--- config.mk ---
export PLATFORM = sky130hd
export DESIGN_NAME = pp_carry_accum_sreg
export DESIGN_NICKNAME = d
export VERILOG_FILES = /design/src/rtl/pp_carry_accum_sreg.sv
export SDC_FILE = /design/constraint.sdc
export NUM_CORES = 1
export LEC_CHECK = 0
export CORE_UTILIZATION = 35
export CTS_BUF_LIST = sky130_fd_sc_hd__clkbuf_4
export CTS_CLUSTER_DIAMETER = 50
export DETAILED_ROUTE_END_ITERATION = 12
export PLACE_DENSITY = 0.78
export SLEW_MARGIN = 20
export SYNTH_ARGS = -nofsm -noshare
export SYNTH_HDL_FRONTEND = slang
export SYNTH_SLANG_ARGS = --single-unit
--- constraint.sdc ---
create_clock -name clk -period 1.1 [get_ports clk]
set_input_delay 0.22 -clock clk [delete_from_list [all_inputs] [get_ports clk]]
set_output_delay 0.22 -clock clk [all_outputs]
set_load 0.01 [all_outputs]
--- src/rtl/pp_carry_accum_sreg.sv ---
// Partial-product / carry accumulation shift register for the sequential Booth multiplier.
// Retires SHIFT bits per step into the low half; IDLE/BUSY/DONE op control with step count.
module pp_carry_accum_sreg #(
  parameter int WIDTH = 8,
  parameter int SHIFT = 4,
  parameter int STEPS = (WIDTH + SHIFT - 1) / SHIFT,
  localparam int DW = WIDTH + SHIFT - 1,
  localparam int CW = $clog2(STEPS + 1)
) (
  input  logic               clk,
  input  logic               rst,
  input  logic               start,
  input  logic               step_en,
  input  logic               signed_mode,
  input  logic [DW-1:0]      pp_din,
  input  logic [DW-1:0]      carry_din,
  output logic [WIDTH-1:0]   pp_dout,
  output logic [WIDTH-1:0]   carry_dout,
  output logic [2*WIDTH-1:0] pp_full,
  output logic [2*WIDTH-1:0] carry_full,
  output logic [CW-1:0]      step_cnt,
  output logic               busy,
  output logic               done
);

  typedef enum logic [1:0] {
    IDLE = 2'd0,
    BUSY = 2'd1,
    DONE = 2'd2
  } state_t;

  localparam logic [CW-1:0] LAST = CW'(STEPS - 1);

  state_t state;
  logic   ext;
  logic   last_step;

  assign ext       = signed_mode & pp_din[DW-1];
  assign last_step = (step_cnt == LAST);

  assign pp_dout    = pp_full[2*WIDTH-1:WIDTH];
  assign carry_dout = carry_full[2*WIDTH-1:WIDTH];

  always_ff @(posedge clk or posedge rst) begin
    if (rst) begin
      state      <= IDLE;
      pp_full    <= '0;
      carry_full <= '0;
      step_cnt   <= '0;
      busy       <= 1'b0;
      done       <= 1'b0;
    end else begin
      case (state)
        IDLE, DONE: begin
          if (start) begin
            state      <= BUSY;
            pp_full    <= '0;
            carry_full <= '0;
            step_cnt   <= '0;
            busy       <= 1'b1;
            done       <= 1'b0;
          end
        end
        BUSY: begin
          // start is deliberately ignored here; only step_en advances
          if (step_en) begin
            pp_full    <= {ext, pp_din,
                           pp_full[WIDTH-1:SHIFT]};
            carry_full <= {1'b0, carry_din,
                           carry_full[WIDTH-1:SHIFT]};
            step_cnt   <= step_cnt + 1'b1;
            if (last_step) begin
              state <= DONE;
              busy  <= 1'b0;
              done  <= 1'b1;
            end
          end
        end
        default: begin
          state <= IDLE;
          busy  <= 1'b0;
          done  <= 1'b0;
        end
      endcase
    end
  end

endmodule

==> metrics <==
min cycle time layout 1200 ps; largest net degree at the start of global routing 37; Slowest cell on crit path dfrtp_1; ys flop type dfrtp_1; final slew viol count 0; YS warnings 0; Synth Instances 177; chip width 72.3 microns; period utilization 109%; Die Span Y 72.3 microns; vias post-DR 1541; CP endpoint kind flip-flop; Post-Syn Area 0.00173 sq mm; Post-route DRC 0; number of I/O pins 79; antenna cells 0; worst-path fanout max 25; starting density of the core 36.6%; Post-DRT Antenna Nets 0; layout cell share with drive strength beyond 1 48.4%; failing checks negative setup slack; Clock Pin Slew Worst Setup and Hold Paths 110 ps; vias per cell 4.35; final setup violating endpoints 41; HPWL Detailed 2650 microns; CP arrival 1410 ps; fin nets 315; sequential fraction of the synthesis area 52.1%; CTS tree yes; RSZ-0062 raised after global routing yes; count leader, synth nand2_1; Commonest cells post-synth nand2_1 (64), dfrtp_1 (36), nand3_1 (23); CP cell instances buf_6 > nand3b_4 > buf_12 > nand3_1 > nand2_1; pwr dens 2720 mW/mm^2; main area contributors after synthesis dfrtp_1 (52%), nand2_1 (14%), buf_4 (8.2%); TritonCTS Buffers 5; drt first pass iters 4; initial drt markers 75; Worst Hold Class input pin to async pin; drt wl/cell 12.3 microns; Post-synth EDFFs 0; vias in the first global route 1474; first-pass GRT wire length 6640 microns; hold slack 227 ps; run status finished, violations left; clk buf depth 2; CTS Root Cell clkbuf_4; Cell Rows 25; H-Tree Depth 2; Synth cell types 20; final WL 4350 microns; static leakage 1.52 nW; #FFs+latches synth 36; top-area cell type share of the netlist area 52.1%; Yosys top cell by area dfrtp_1; FMAX 834 MHz; Peak VDD IR 0.00139 V; remaining global-route overflow 0; clock latency on the worst-skew pair 320 ps; slack of the critical path -98.8 ps; PortBufs 76; Top Family by Delay on Critical Path flip-flops; GPL Wtd Cong 0.706; area grow syn2layout 59.7%; initial antenna violation count 0; syn avg cell area 9.77 sq um; Synth async-reset ratio 100%; final hold viol count 0; startpoint types flip-flop; Placement Cell Area 0.00259 sq mm; max-cap check violation count 0; clk_skew 7.61 ps; final instance area 0.00276 sq mm; Core Region 0.00472 sq mm; WS Path Type flip-flop to flip-flop; Clock Sinks 36; Die ar. 0.00523 sq mm; Critical Path Max Stage Delay 400 ps; Bufs and invs on worst path 2; gr usage total 16.7%; CP Data Required Time 1310 ps
-- layout by cell type, fill, tap and decap left out, types with 2 or more instances in the layout --
| master | n |
|---|---|
| nand2_2 | 2 |
| buf_6 | 11 |
| clkdlybuf4s50_1 | 26 |
| clkbuf_4 | 6 |
| nand2_1 | 62 |
| nand3_2 | 16 |
| buf_12 | 5 |
| dfrtp_1 | 36 |
| a21oi_2 | 2 |
| conb_1 | 2 |
| o21ai_2 | 2 |
| buf_2 | 44 |
| buf_4 | 42 |
| nand3_1 | 17 |
-- cells by family (layout without fill, tap and decap cells) --
logic type               after synthesis  count (layout)  synth area share, %
AND/OR/NAND/NOR                      104             104                 29.6
flip-flops                            36              36                 52.1
buffers and inverters                 30             139                 15.5
AO/OA/AOI/OAI                          5               5                 1.88
adder cells (fa/ha/maj)                1               1                0.723
other                                  1               2                0.217
-- routing by layer --
metal	wire length [microns]	vias to the layer above	GRT usage (%)	part of all wire, %
met2	2270	54	30.6	52
met5	0	-	0	0
met1	1800	719	18.4	41
met3	247	4	4.17	5.7
met4	34	0	6.54	0.78
li1	-	764	-	-
-- final cells by class --
type / count / area [sq um]
Fill cell: 431 / 1960
Clock buffer: 6 / 45.0
Timing Repair Buffer: 130 / 1070
Inverter: 2 / 10.0
Tap cell: 67 / 83.8
Clock inverter: 1 / 5.00
Multi-Input combinational cell: 112 / 644
Sequential cell: 36 / 901
-- worst reg2reg max path, stage by stage, from the launching register on --
cell and delay (ps):
dfrtp_1 400, buf_6 120, nand3b_4 210, buf_12 210, nand3_1 100, nand2_1 70
-- path summary, 6_finish.rpt --
path | from | end | slack [ps] | cells after the start
min | rst | pp_full[3] | 230 | 3
max in group asynchronous | rst | state[0] | 680 | 3
max reg2reg | done | carry_full[13] | -100 | 5
min reg2reg | pp_full[2] | pp_full[2] | 520 | 2
min in group clk | pp_din[5] | pp_full[9] | 410 | 3
max | done | carry_full[13] | -100 | 5
-- flip-flops by register name (all words and copies together) (netlist names) --
register	flops
state	1
done	1
carry_full	15
busy	1
pp_full	16
step_cnt	2
-- per-stage QoR --
| step | setup TNS, ps | util (%) | setup slack, ps | power [mW] | instances |
|---|---|---|---|---|---|
| 6_report | -2080 | 58.5 | -98.8 | 7.51 | 354 |
| 4_1_cts | -2480 | 55.3 | -128 | 7.10 | 344 |
| 3_5_place_dp | -10060 | 54.8 | -291 | 6.52 | 319 |
| 3_3_place_gp | -9070 | 54.8 | -284 | 6.40 | 319 |
| 2_1_floorplan | 0 | - | 7.65 | 4.44 | 178 |
| 5_1_grt | -6630 | 58.5 | -165 | 8.04 | 354 |
-- power by group --
part	switching, mW	internal (mW)	leakage (nW)
Combinational	2.06	2.47	1.03
Sequential	0.396	1.92	0.465
Clock	0.410	0.260	0.0315
Total	2.86	4.65	1.52
-- repair_timing --
action / 4_1_cts / 5_1_grt
resized for setup: 216 / 14
pin swaps: 24 / 2
buffers inserted: 17 / 10
cloned: 1 / 1
hold buffers: 0 / 0
endpoints found under the hold margin: 0 / 0
endpoints found under the setup margin: 56 / 86
No activity file was read; power rests on OpenSTA's default activity.
